File: config.mk
export PLATFORM = sky130hd
export DESIGN_NAME = riscv_lsu
export DESIGN_NICKNAME = d
export VERILOG_FILES = /design/src/rtl/riscv_lsu.sv
export SDC_FILE = /design/constraint.sdc
export NUM_CORES = 1
export LEC_CHECK = 0
export ABC_AREA = 0
export CAP_MARGIN = 40
export CELL_PAD_IN_SITES_DETAIL_PLACEMENT = 1
export CELL_PAD_IN_SITES_GLOBAL_PLACEMENT = 1
export CORE_ASPECT_RATIO = 0.5
export CORE_MARGIN = 3
export CORE_UTILIZATION = 16
export CTS_CLUSTER_SIZE = 8
export DETAILED_ROUTE_END_ITERATION = 10
export HOLD_SLACK_MARGIN = 0.06
export PLACE_DENSITY_LB_ADDON = 0.1
export SYNTH_ARGS = -nofsm -noshare
export SYNTH_HDL_FRONTEND = slang
export SYNTH_SLANG_ARGS = --single-unit
export TNS_END_PERCENT = 20
File: constraint.sdc
create_clock -name clk_i -period 2.42 [get_ports clk_i]
set_clock_uncertainty 0.1 [all_clocks]
set_input_delay 0.363 -clock clk_i [delete_from_list [all_inputs] [get_ports clk_i]]
set_output_delay 0.363 -clock clk_i [all_outputs]
set_load 0.05 [all_outputs]
File: src/rtl/riscv_lsu.sv
// riscv_lsu -- RISC-V load/store unit between the core pipeline and a
// single-beat memory port.
//
// Ports:
//   clk_i, rst_i      clock; synchronous active-low reset
//   core_req_i        core load/store request (held stable while stalled)
//   core_we_i         1 = store, 0 = load
//   core_size_i       RISC-V funct3 (B, H, W, BU, HU)
//   core_addr_i       byte address
//   core_wd_i         right-aligned store data
//   core_rd_o         extended load data, non-zero only on load completion
//   core_stall_o      core must hold PC and instruction
//   lsu_err_o         one-cycle pulse: misaligned, illegal size or timeout
//   mem_req_o         memory request
//   mem_we_o          memory write
//   mem_be_o          byte enables
//   mem_addr_o        byte address (passed through unchanged)
//   mem_wd_o          lane-replicated write data
//   mem_rd_i          memory read word
//   mem_ready_i       memory completes the pending access this cycle
module riscv_lsu #(
  parameter int unsigned MAX_WAIT = 16
) (
  input  logic        clk_i,
  input  logic        rst_i,
  input  logic        core_req_i,
  input  logic        core_we_i,
  input  logic [2:0]  core_size_i,
  input  logic [31:0] core_addr_i,
  input  logic [31:0] core_wd_i,
  output logic [31:0] core_rd_o,
  output logic        core_stall_o,
  output logic        lsu_err_o,
  output logic        mem_req_o,
  output logic        mem_we_o,
  output logic [3:0]  mem_be_o,
  output logic [31:0] mem_addr_o,
  output logic [31:0] mem_wd_o,
  input  logic [31:0] mem_rd_i,
  input  logic        mem_ready_i
);

  localparam int unsigned WW = (MAX_WAIT > 1) ? $clog2(MAX_WAIT) : 1;
  localparam logic [WW-1:0] WCNT_LAST = WW'(MAX_WAIT - 1);

  typedef enum logic {
    IDLE,
    BUSY
  } state_t;

  state_t        state, state_nx;
  logic [WW-1:0] wcnt, wcnt_nx;

  logic        legal;
  logic        req, stall, err, done;
  logic [3:0]  be_raw;
  logic [31:0] wd_raw;
  logic [31:0] rd_ext;
  logic [31:0] rd_shift;
  logic [15:0] rd_half;

  // Access legality: supported funct3 and natural alignment; unsigned
  // variants exist only for loads.
  always_comb begin
    legal = 1'b0;
    case (core_size_i)
      3'd0:    legal = 1'b1;
      3'd1:    legal = ~core_addr_i[0];
      3'd2:    legal = (core_addr_i[1:0] == 2'b00);
      3'd4:    legal = ~core_we_i;
      3'd5:    legal = ~core_we_i & ~core_addr_i[0];
      default: legal = 1'b0;
    endcase
  end

  // Lane steering. size[1:0] picks the width (B/BU share 0, H/HU share 1),
  // size[2] marks zero extension. Illegal sizes never reach the bus.
  assign rd_shift = mem_rd_i >> {core_addr_i[1:0], 3'b000};
  assign rd_half  = core_addr_i[1] ? mem_rd_i[31:16] : mem_rd_i[15:0];

  always_comb begin
    be_raw = 4'b1111;
    wd_raw = core_wd_i;
    rd_ext = mem_rd_i;
    case (core_size_i[1:0])
      2'd0: begin
        be_raw = 4'b0001 << core_addr_i[1:0];
        wd_raw = {4{core_wd_i[7:0]}};
        rd_ext = {{24{rd_shift[7] & ~core_size_i[2]}}, rd_shift[7:0]};
      end
      2'd1: begin
        be_raw = core_addr_i[1] ? 4'b1100 : 4'b0011;
        wd_raw = {2{core_wd_i[15:0]}};
        rd_ext = {{16{rd_half[15] & ~core_size_i[2]}}, rd_half};
      end
      default: begin
        be_raw = 4'b1111;
        wd_raw = core_wd_i;
        rd_ext = mem_rd_i;
      end
    endcase
  end

  always_ff @(posedge clk_i) begin
    if (!rst_i) begin
      state <= IDLE;
      wcnt  <= '0;
    end else begin
      state <= state_nx;
      wcnt  <= wcnt_nx;
    end
  end

  always_comb begin
    state_nx = state;
    wcnt_nx  = wcnt;
    req      = 1'b0;
    stall    = 1'b0;
    err      = 1'b0;
    done     = 1'b0;
    case (state)
      IDLE: begin
        if (core_req_i) begin
          if (legal) begin
            req      = 1'b1;
            stall    = 1'b1;
            state_nx = BUSY;
            wcnt_nx  = '0;
          end else begin
            err = 1'b1;
          end
        end
      end
      BUSY: begin
        // A dropped request is a core abort: leave quietly, ignore ready.
        if (!core_req_i) begin
          state_nx = IDLE;
        end else begin
          req = 1'b1;
          if (mem_ready_i) begin
            done     = 1'b1;
            state_nx = IDLE;
          end else if (wcnt == WCNT_LAST) begin
            err      = 1'b1;
            state_nx = IDLE;
          end else begin
            stall   = 1'b1;
            wcnt_nx = wcnt + 1'b1;
          end
        end
      end
      default: state_nx = IDLE;
    endcase
    if (!rst_i) begin
      req   = 1'b0;
      stall = 1'b0;
      err   = 1'b0;
      done  = 1'b0;
    end
  end

  assign mem_req_o    = req;
  assign mem_we_o     = core_we_i & req;
  assign mem_addr_o   = core_addr_i;
  assign mem_be_o     = req ? be_raw : '0;
  assign mem_wd_o     = req ? wd_raw : '0;
  assign core_stall_o = stall;
  assign lsu_err_o    = err;
  assign core_rd_o    = (done && !core_we_i) ? rd_ext : '0;

endmodule

# Yosys cells after proc, flatten, opt, wreduce, memory -nomap -nowiden

Index checks and enable logic that the tools add are counted.

Reduce and logical (&&, ||, !) cells: 6
Bitwise gates (word level): 8
Equality and inequality tests: 11
$add $sub $neg: 1
Muxes and demuxes: 36
Shift operators: 2

Operators by type and width:

| operator                                         | count |
|---|---|
| case mux 32 bit (2 select lines)                 | 2 |
| 2-to-1 mux 32 bit                                | 2 |
| right shift 32 x 5 -> 8 bit                      | 1 |
| 2-to-1 mux 4 bit                                 | 7 |
| 2-to-1 mux 1 bit                                 | 18 |
| 2-to-1 mux 16 bit                                | 1 |
| case mux 4 bit (2 select lines)                  | 2 |
| != test 2 bit (second input constant)            | 5 |
| == test 3 bit (second input constant)            | 2 |
| case mux 1 bit (2 select lines)                  | 3 |
| case mux 1 bit (5 select lines)                  | 1 |
| AND reduction 5 bit                              | 1 |
| adder 4 x 1 -> 4 bit (second input constant)     | 1 |
| AND 1 bit                                        | 4 |
| == test 4 bit (second input constant)            | 1 |
| logical NOT 2 bit                                | 2 |
| NOT 1 bit                                        | 4 |
| left shift 1 x 2 -> 4 bit (first input constant) | 1 |
| == test 3 x 1 -> 1 bit (second input constant)   | 1 |
| == test 3 x 2 -> 1 bit (second input constant)   | 1 |
| logical NOT 3 bit                                | 1 |
| == test 2 x 1 -> 1 bit (second input constant)   | 1 |
| logical AND 1 bit                                | 1 |
| logical NOT 1 bit                                | 1 |

Register bits: 5
Output and inout port bits: 104
Logic and storage cells: 66
Input bits: 104

# Longest topological paths before layout

Gate-level depths: netlist of the first run.

Depth in word-level cells: 8
Depth in mapped cells: 7
Gate-level depth less buffers: 5

# Worst setup path after synthesis of the first run

No wires, ideal clock.

Path kind: input to output
From: input core_size_i[0]
To: output core_rd_o[7]
Required time: 1.957 ns
Path buffers: 2
Arrival time: 3.430 ns
Cell stages on the path: 5
Slack: -1.473 ns
Cell sequence: buf_2 -> buf_2 -> a21oi_1 -> nor2_1 -> a2111oi_0

Word-level cells in the longest chain between the ends: 3
Elaborated cells on any way between the ends: 4
Classes of those cells: 1 x eq/ne; 2 x mux; 1 x reduce/logical

RTL lines:

| element                                                            | RTL line | text |
|---|---|---|
| start: declaration                                                 | 28       | `input logic [2:0] core_size_i,` |
| == test 2 x 1 -> 1 bit / logical NOT 2 bit (equally long branches) | 85       | `case (core_size_i[1:0])` |
| case mux 32 bit (2 select lines) *                                 | 85       |  |
| 2-to-1 mux 32 bit *                                                | 169      | `assign core_rd_o = (done && !core_we_i) ? rd_ext : '0;` |
| end: declaration                                                   | 31       | `output logic [31:0] core_rd_o,` |

Every way passes the cells marked *; elsewhere a longest branch is shown, timed or not.

# Worst setup path after layout of the first run

From: input mem_ready_i
To: output core_rd_o[7]

Word-level cells in the longest chain between the ends: 6

RTL lines:

| element            | RTL line | text |
|---|---|---|
| start: declaration | 40       | `input logic mem_ready_i` |
| 2-to-1 mux 1 bit   | 140      | `if (mem_ready_i) begin` |
| 2-to-1 mux 1 bit   | 136      | `if (!core_req_i) begin` |
| 2-to-1 mux 1 bit   | 121      | `case (state)` |
| 2-to-1 mux 1 bit   | 154      | `if (!rst_i) begin` |
| logical AND 1 bit  | 169      |  |
| 2-to-1 mux 32 bit  | 169      |  |

No other way between the ends.

==> results_dict.tcl, run 1 <==
set metrics [dict create \
    fin_crit_sh 0.9615 \
    first_global_vias 2784 \
    worst_hold_slack_ns 0.4017 \
    cts-root-buf "clkbuf_16" \
    cp.depth 7 \
    drtIter0Drc 131 \
    drive_gt1_frac 0.4189 \
    critPathKind "input pin to output pin" \
    drcViolationCount 0 \
    grt_pass1_wl_um 15480 \
    final-max-slew-violation-count 0 \
    critPathLaunchType "input pin" \
    path_cells "dlygate4sd2_1, nand2_2, or3_4, buf_6, a2111oi_4, buf_4, buf_12" \
    reg2reg_depth 5 \
    reg2reg_to "wcnt[3]" \
    irDropWorstVdd_mv 0.1618 \
    track_usage 0.1584 \
    antenna_found_initial 0 \
    ys_types 37 \
    placed_cells 543 \
    avgSynthCellArea_sq_um 6.284 \
    cts_buffers 3 \
    clkSlewWorstSetupHoldPaths_ns 0.03 \
    port_buffers 147 \
    cts_setup_buffers 0 \
    finalPower_uw 966.4 \
    p_seq_frac 0.088 \
    die_area_sq_um 11990 \
    die_h_um 78.95 \
    initial_core_util 0.1723 \
    grt_max_degree 28 \
    num_io_pins 208 \
    nNetsFinal 519 \
    hold_class "flop to flop" \
    cts_max_level 1 \
    relSlewSlack 0.7340 \
    power_leakage_nw 1.782 \
    rows 25 \
    cts_max_path_buffers 2 \
    whs_endpoint "wcnt[1]" \
    arrival_ns 1.86 \
    dpl_worst_slack_ns -0.3142 \
    seq_area_frac_synth 0.05878 \
    max_freq_mhz 429.8 \
    fin_ws_ns 0.09311 \
    insertion_delay_ns 0.23 \
    p_int_uw 611.4 \
    reg2reg_from "state" \
    finalSetupViolCount 0 \
    die_w_um 151.9 \
    hold_depth 2 \
    place.gp.congestion 0.7431 \
    area_delta_synth_final_pct 156.3 \
    vias 2530 \
    period_minus_slack_ns 2.327 \
    p_sw_uw 355.0 \
    drtAntennaViolNets 0 \
    pwr-share-comb 0.623 \
    diodes 0 \
    netlist_area_sq_um 1703 \
    reg2reg_slack_ns 0.79 \
    final_cells 548 \
    cp_slowest_stage_delay_ns 0.45 \
    routed_wl_um 9973 \
    cp_max_fo 5 \
    synth_seq_cells 5 \
    syn-num-nets 376 \
    wl_per_cell_um 18.20 \
    dp_hpwl_um 8384 \
    vias_per_cell 4.617 \
    min-delay-start "wcnt[1]" \
    fin_area_sq_um 4364 \
    core_sq_um 9884 \
    cap_violations 0 \
    hold_viol 0 \
    cp_slowest_cell "or3_4" \
    cts_tree "built" \
    path_buf_inv 4 \
    status "completed" \
    ys.warnings.count 0 \
    worstMarginPinSlew_ns 0.3959 \
    synth_cells 271 \
    switching_share 0.3673 \
    pwr-share-clk 0.289 \
    grt.overflow.total 0 \
    cts_sinks 5 \
    path_delay_family "buffers and inverters" \
    endpoint_kind "output pin" \
    power.density_nw_per_um2 221.4 \
    hold_buffers 0 \
    rsz0062_at_grt "yes" \
    first_pass_iters 7 \
    place_area_sq_um 4130 \
    cp.required_ns 1.96 \
]
## cells in the final DEF, fill, tap and decap left out, types with 3 or more instances in the layout
master           Yosys  final
nor2_1              50     41
dfxtp_1              5      5
nand3_1              4      3
a21oi_2              0     13
clkdlybuf4s50_1      0     60
clkbuf_16            0      3
a22oi_1              7      7
a21oi_1             45     31
buf_12               0     78
dlymetal6s2s_1       0      6
nor2_2               1      9
nand2_1             26     24
dlygate4sd2_1        0      4
inv_1                6      5
mux2i_1             16     16
o21ai_0              5      5
a222oi_1             7      7
mux2_2               8      8
and2_1              11     11
buf_4               32     36
## logic make-up (layout without fill, tap and decap cells)
group | after synthesis | after routing | synth area share
buffers and inverters | 58 | 199 | 0.2138
adders and majority gates | 1 | 1 | 0.007346
DFF | 5 | 5 | 0.05878
and+or+nand+nor | 111 | 111 | 0.2976
AOI/OAI and AO/OA | 71 | 72 | 0.2623
muxes | 25 | 25 | 0.1602
## metal layers
layer  wire, um  global-route usage  part of all wire
met5          0                   0                 0
met3        767             0.04028             0.077
met4        190             0.04843             0.019
met2       4991              0.2854              0.50
met1       4025              0.1874              0.40
## cells in the mapped netlist
cell type  count  share of area
nor2_2         1         0.0037
buf_1          1         0.0022
nand2_1       26          0.057
and4_1         2          0.010
nand3_1        4          0.012
a2111oi_0      1         0.0051
or2_2          2         0.0073
or2_1          1         0.0037
o2bb2ai_1      1         0.0051
mux2_2         8          0.053
ha_1           1         0.0073
clkbuf_1       8          0.018
and2_1        11          0.040
mux2i_1       16          0.094
mux4_2         1          0.013
buf_6          2          0.013
nor4_1         2         0.0073
nor2b_1        1         0.0037
and3_1         3          0.011
a22oi_1        7          0.031
nand2b_1       2         0.0073
or3_1          2         0.0073
a21o_4         1         0.0088
inv_1          6          0.013
nor2_1        50           0.11
a222oi_1       7          0.041
buf_4         32           0.14
a221oi_2       1         0.0088
o21ai_0        5          0.015
a221oi_1       2          0.010
buf_2          9          0.026
nand3_2        1         0.0059
a41oi_1        1         0.0051
nand3b_1       1         0.0044
nor3_1         2         0.0059
a21oi_1       45           0.13
dfxtp_1        5          0.059
## flip-flops by register name, summed over array words and instances, names as in the netlist
name	flops
wcnt	4
state	1
## power groups by stage
stage	sequential [mW]	clock (mW)	combinational (mW)
2_1_floorplan	0.0867	0	0.376
3_3_place_gp	0.0859	0	0.584
3_5_place_dp	0.0860	0	0.591
4_1_cts	0.0849	0.285	0.604
5_1_grt	0.0850	0.290	0.643
6_report	0.0849	0.280	0.602
## area by class of cell
type	instances	area, sq um
Sequential cell	5	100.1
Fill cell	1132	5520
Inverter	6	22.52
Tap cell	135	168.9
Clock buffer	4	78.83
Timing Repair Buffer	189	2580
Multi-Input combinational cell	209	1414
## worst reg2reg max path, stage by stage, from the launching register on
cell and delay [ns]:
dfxtp_1 0.31, buf_4 0.16, or3_4 0.39, buf_4 0.15
and4_1 0.22, o21ai_0 0.20
## repair_timing
item,in CTS,in global routing
pin swaps,2,7
resized for setup,28,24
cloned,1,0
endpoints found under the setup margin,72,36
## metrics by stage
step,TNS (ns),util
CTS,-0.05738,0.4365
floorplan,-1.750,-
detailed placement,-15.37,0.4178
finish,0,0.4415
global placement,-15.44,0.4178
global route,-0.001901,0.4415
## worst max path at each step
stage               slack, ns            from             to
floorplan               -0.14  core_size_i[0]   core_rd_o[7]
global route           -0.002  core_size_i[0]    mem_be_o[1]
finish                   0.09     mem_ready_i   core_rd_o[7]
detailed placement      -0.31  core_addr_i[1]  core_rd_o[18]
CTS                     -0.02    mem_rd_i[31]  core_rd_o[18]
global placement        -0.31  core_addr_i[1]    mem_wd_o[5]
No activity file was read; power rests on OpenSTA's default activity.
==> run 2, diff against run 1 <==
Settings changed: CORE_MARGIN 3 to 2, HOLD_SLACK_MARGIN 0.06 to default.
==> run 2 against run 1 <==
  * Flip-flop and latch count did not move
  * Setup slack got worse by 0.038 ns
  * Combinational power barely moved
  * Critical path depth rose by 1
  * Sequential power rose by 1%
  * Total power fell by 0.43%
  * Register-to-register slack improved by 0.08 ns
  * Die area fell by 3.8%
  * Utilization fell by 1.4 points
  * First-iteration DRC count fell by 35%
  * Largest cell class unchanged
  * Largest power group unchanged
==> results_dict.tcl, run 2 (synthesized netlist as in run 1, its figures left out) <==
set metrics [dict create \
    area_delta_synth_final_pct 158.2 \
    endpoint_kind "output pin" \
    path_cells "dlygate4sd2_1, buf_4, mux4_2, nand2_4, or2_4, buf_8, a21oi_2, buf_12" \
    final_common_cell "buf_12" \
    drive_gt1_frac 0.4410 \
    final_cells 555 \
    rsz0062_at_grt "yes" \
    rows 26 \
    reg.largest.list "wcnt x4, state x1" \
    worstMarginPinSlew_ns 0.3374 \
    routed_wl_um 10040 \
    final-max-slew-violation-count 0 \
    dp_hpwl_um 8243 \
    cp_slowest_cell "dlygate4sd2_1" \
    crit_path_start "core_addr_i[0]" \
    diodes 0 \
    hold_viol 0 \
    power_leakage_nw 1.742 \
    nNetsFinal 521 \
    drcViolationCount 0 \
    fin_area_sq_um 4397 \
    status "completed" \
    cp_slowest_stage_delay_ns 0.29 \
    track_usage 0.1726 \
    place.gp.congestion 0.8076 \
    arrival_ns 1.90 \
    clkSlewWorstSetupHoldPaths_ns 0.03 \
    max_freq_mhz 422.8 \
    worst_hold_slack_ns 0.3892 \
    min-delay-start "wcnt[1]" \
    cts_tree "built" \
    cp.required_ns 1.96 \
    die_w_um 149.9 \
    final.setup.tns_ns 0 \
    grt_max_degree 24 \
    core_sq_um 10280 \
    placed_cells 546 \
    insertion_delay_ns 0.23 \
    cts-root-buf "clkbuf_16" \
    finalPower_uw 962.2 \
    critPathKind "input pin to output pin" \
    die_h_um 76.95 \
    grt_pass1_wl_um 15890 \
    hold_depth 2 \
    num_io_pins 208 \
    power.density_nw_per_um2 218.9 \
    cp_max_fo 7 \
    finalSetupViolCount 0 \
    hold_class "flop to flop" \
    port_buffers 147 \
    fin_util 0.4277 \
    reg2reg_depth 5 \
    cts_max_path_buffers 2 \
    fin_crit_sh 0.9774 \
    antenna_found_initial 0 \
    first_global_vias 2884 \
    grt.overflow.total 0 \
    cts_max_level 1 \
    dpl_worst_slack_ns -0.3725 \
    cts_buffers 3 \
    regMostFlops "wcnt" \
    cts_sinks 5 \
    initial_core_util 0.1657 \
    most-common-layout-cells "buf_12, clkdlybuf4s50_1, buf_4, a21oi_1, nor2_1" \
    critPathLaunchType "input pin" \
    first_pass_iters 7 \
    irDropWorstVdd_mv 0.2112 \
    relSlewSlack 0.7733 \
    drtAntennaViolNets 0 \
    die_area_sq_um 11530 \
    cap_violations 0 \
    place_area_sq_um 4084 \
    drtIter0Drc 85 \
    largest_reg_flops 4 \
    vias 2556 \
    vias_per_cell 4.605 \
    period_minus_slack_ns 2.365 \
    fin_ws_ns 0.05473 \
    reg2reg_from "state" \
    wl_per_cell_um 18.09 \
]
-- run 2: cell count changes in the layout (fill, tap and decap cells not counted), moves of 2 or more --
cell,delta
nor2_1,-11
dlymetal6s2s_1,-6
buf_4,+4
a21oi_4,+5
dlygate4sd2_1,+7
clkbuf_2,-2
nor2_2,+11
nand2_2,-2
a21oi_2,-6
buf_12,-3
-- run 2: power by group --
| group | total (mW) | internal (mW) | switching [mW] | leakage (nW) |
|---|---|---|---|---|
| registers | 0.0859 | 0.0836 | 0.00232 | 0.0411 |
| logic | 0.604 | 0.302 | 0.301 | 1.66 |
| clock network | 0.273 | 0.218 | 0.0544 | 0.0382 |
| total | 0.962 | 0.604 | 0.358 | 1.74 |
-- run 2: worst paths after layout --
kind	to	slack [ns]
worst min-delay path	wcnt[1]	0.39
worst max register to register	state	0.87
worst min register to register	wcnt[1]	0.39
worst max-delay path	core_rd_o[9]	0.05
-- run 2: area by class of cell --
| cell class | instances | area [sq um] |
|---|---|---|
| sequential | 5 | 103.9 |
| timing repair buffer | 191 | 2546 |
| tap | 140 | 175.2 |
| clock buffer | 4 | 78.83 |
| inverter | 6 | 22.52 |
| fill | 1175 | 5883 |
| multi-input combinational | 209 | 1470 |
-- run 2: critical path, delay by kind of cell --
kind            cells  cell delay (ns)
buf+inv             4             0.78
simple gates        2             0.33
mux                 1             0.26
compound gates      1             0.17
-- run 2: timing repair --
item	4_1_cts	5_1_grt
gates resized for setup	58	12
hold buffers	0	0
setup endpoints to repair	72	41
setup buffers	4	0
pin swaps	8	2
cloned	1	0
endpoints found under the hold margin	0	0
-- run 2: per-layer routing --
layer,part of all wire,up-vias,global-route usage
li1,-,1219,-
met1,0.44,1246,0.2210
met2,0.49,67,0.3037
met3,0.056,24,0.03571
met4,0.0091,0,0.02547
met5,0,-,0
==> run 3, diff against run 2 <==
Settings changed: CORE_UTILIZATION 16 to 17, SETUP_SLACK_MARGIN from default to 0.3.
Clock period 2.42 ns to 3.07 ns, I/O delays scaled along.
==> run 3 against run 2 <==
  * Sequential power shrank 21%
  * Count of clock-buffer cells in the layout is the same
  * Cell area shrank 5.8%
  * Routed wire length shrank 8.3%
  * Highest routed layer unchanged
  * Sequential share of layout area grew 0.054 points
  * Die area shrank 5.7%
  * Non-clock buffer count shrank 28
  * First-iteration DRC count shrank 42%
  * Largest cell class unchanged
  * Global-route usage shrank 0.93 points
  * Setup slack gained 0.31 ns
  * Combinational power shrank 26%
  * Register-to-register slack gained 0.63 ns
==> results_dict.tcl, run 3 (synthesized netlist as in run 1, its figures left out) <==
set metrics [dict create \
    power.density_nw_per_um2 176.4 \
    grt.overflow.total 0 \
    vias 2403 \
    worst_hold_slack_ns 0.3852 \
    switching_share 0.3705 \
    multi_input_area_sq_um 1425 \
    drive_gt1_frac 0.3840 \
    critPathKind "input pin to output pin" \
    dp_hpwl_um 7549 \
    drtIter0Drc 49 \
    power_leakage_nw 1.632 \
    first_pass_iters 4 \
    area_delta_synth_final_pct 143.3 \
    p_int_uw 460.1 \
    place_area_sq_um 3819 \
    initial_core_util 0.1773 \
    grt_pass1_wl_um 14230 \
    vias_per_cell 4.595 \
    grt_max_degree 19 \
    pwr-share-clk 0.295 \
    routed_wl_um 9206 \
    final-max-slew-violation-count 0 \
    nNetsFinal 494 \
    hold_depth 2 \
    relSlewSlack 0.6566 \
    p_seq_frac 0.093 \
    cts_tree "built" \
    max_freq_mhz 370.2 \
    met1_usage 0.2004 \
    final_cells 523 \
    fin_area_sq_um 4143 \
    place.gp.congestion 0.7795 \
    die_h_um 74.77 \
    first_global_vias 2539 \
    reg2reg_to "state" \
    cp_max_fo 8 \
    rows 25 \
    fin_crit_sh 0.8799 \
    whs_endpoint "wcnt[0]" \
    fin_ws_ns 0.3688 \
    reg.largest.list "wcnt x4, state x1" \
    cts_sinks 5 \
    fin_util 0.4314 \
    dpl_worst_slack_ns 0.09897 \
    insertion_delay_ns 0.23 \
    grt_use_met2 0.3138 \
    track_usage 0.1633 \
    final_common_cell "buf_12" \
    worstMarginPinSlew_ns 0.5135 \
    largest_reg_flops 4 \
    fillers 1098 \
    drtAntennaViolNets 0 \
    cts_max_path_buffers 2 \
    reg2reg_slack_ns 1.50 \
    finalSetupViolCount 0 \
    cp.required_ns 2.51 \
    cts_max_level 1 \
    num_io_pins 208 \
    drcViolationCount 0 \
    hold_class "flop to flop" \
    cts_buffers 3 \
    grt.busiest_layer "met2" \
    status "completed" \
    pwr-share-comb 0.612 \
    irDropWorstVdd_mv 0.2616 \
    die_w_um 145.5 \
    min-delay-start "wcnt[0]" \
    p_sw_uw 270.8 \
    critPathLaunchType "input pin" \
    regMostFlops "wcnt" \
    finalPower_uw 730.9 \
    reg2reg_from "state" \
    seq_area_sq_um 100.1 \
    use_met3 0.02424 \
    endpoint_kind "output pin" \
    placed_cells 514 \
    period_minus_slack_ns 2.701 \
    cap_violations 0 \
    core_sq_um 9603 \
    diodes 0 \
    most-common-layout-cells "buf_12, clkdlybuf4s50_1, nor2_1, a21oi_1, nand2_1" \
    arrival_ns 2.14 \
    port_buffers 147 \
    final.setup.tns_ns 0 \
    cts-root-buf "clkbuf_16" \
    rsz0062_at_grt "yes" \
    reg2reg_depth 4 \
    clkSlewWorstSetupHoldPaths_ns 0.03 \
    hold_viol 0 \
    die_area_sq_um 10880 \
    antenna_found_initial 0 \
    wl_per_cell_um 17.60 \
]
[run 3: cell types whose count changed in the layout (fill, tap and decap cells not counted), sizes merged]
cell,before,now
dlygate4sd2,11,1
clkinvlp,0,2
buf,120,90
clkdlybuf4s50,60,65
inv,6,5
dlymetal6s2s,0,7
[run 3: layer usage]
metal / share of wire / wire (um) / up-vias
met4: 0.012 / 110 / 0
met5: 0 / 0 / -
met2: 0.52 / 4818 / 66
met3: 0.033 / 304 / 22
li1: - / - / 1162
met1: 0.43 / 3973 / 1153
[run 3: worst max-delay path by stage]
| stage | start | end | slack (ns) | cells after the start |
|---|---|---|---|---|
| finish | mem_rd_i[31] | core_rd_o[8] | 0.37 | 7 |
| global route | core_we_i | mem_be_o[0] | 0.25 | 7 |
| CTS | core_size_i[2] | mem_wd_o[27] | 0.24 | 7 |
| detailed placement | core_addr_i[1] | core_rd_o[16] | 0.1 | 7 |
| global placement | core_addr_i[1] | core_rd_o[11] | 0.12 | 6 |
| floorplan | core_size_i[0] | lsu_err_o | 0.15 | 4 |
[run 3: power groups by stage]
stage,Combinational [mW],Clock (mW),Sequential (mW)
floorplan,0.294,0,0.0683
detailed placement,0.420,0,0.0687
finish,0.447,0.216,0.0679
global placement,0.415,0,0.0686
CTS,0.439,0.221,0.0678
global route,0.475,0.229,0.0681
[run 3: critical path, stage by stage]
cell and delay, ns:
clkdlybuf4s50_1 0.51, mux4_2 0.29, nand2_4 0.09, or2_4 0.30, buf_4 0.15, a21oi_2 0.18, buf_12 0.16
[run 3: layout make-up]
| type | count | share of cell area |
|---|---|---|
| flip-flops and latches | 5 | 0.02416 |
| repair buffers | 163 | 0.5639 |
| multi-input cells | 209 | 0.3440 |
| clock buffers | 4 | 0.01903 |
| inverters | 6 | 0.006342 |
| well taps | 135 | 0.04077 |
| repair inverters | 1 | 0.001812 |
[run 3: what timing repair did]
item	in CTS	in global routing
pin swaps	3	6
hold buffers	0	0
setup buffers	1	2
endpoints found under the hold margin	0	0
gates cloned	2	0
endpoints found under the setup margin	45	72
gates resized for setup	30	28
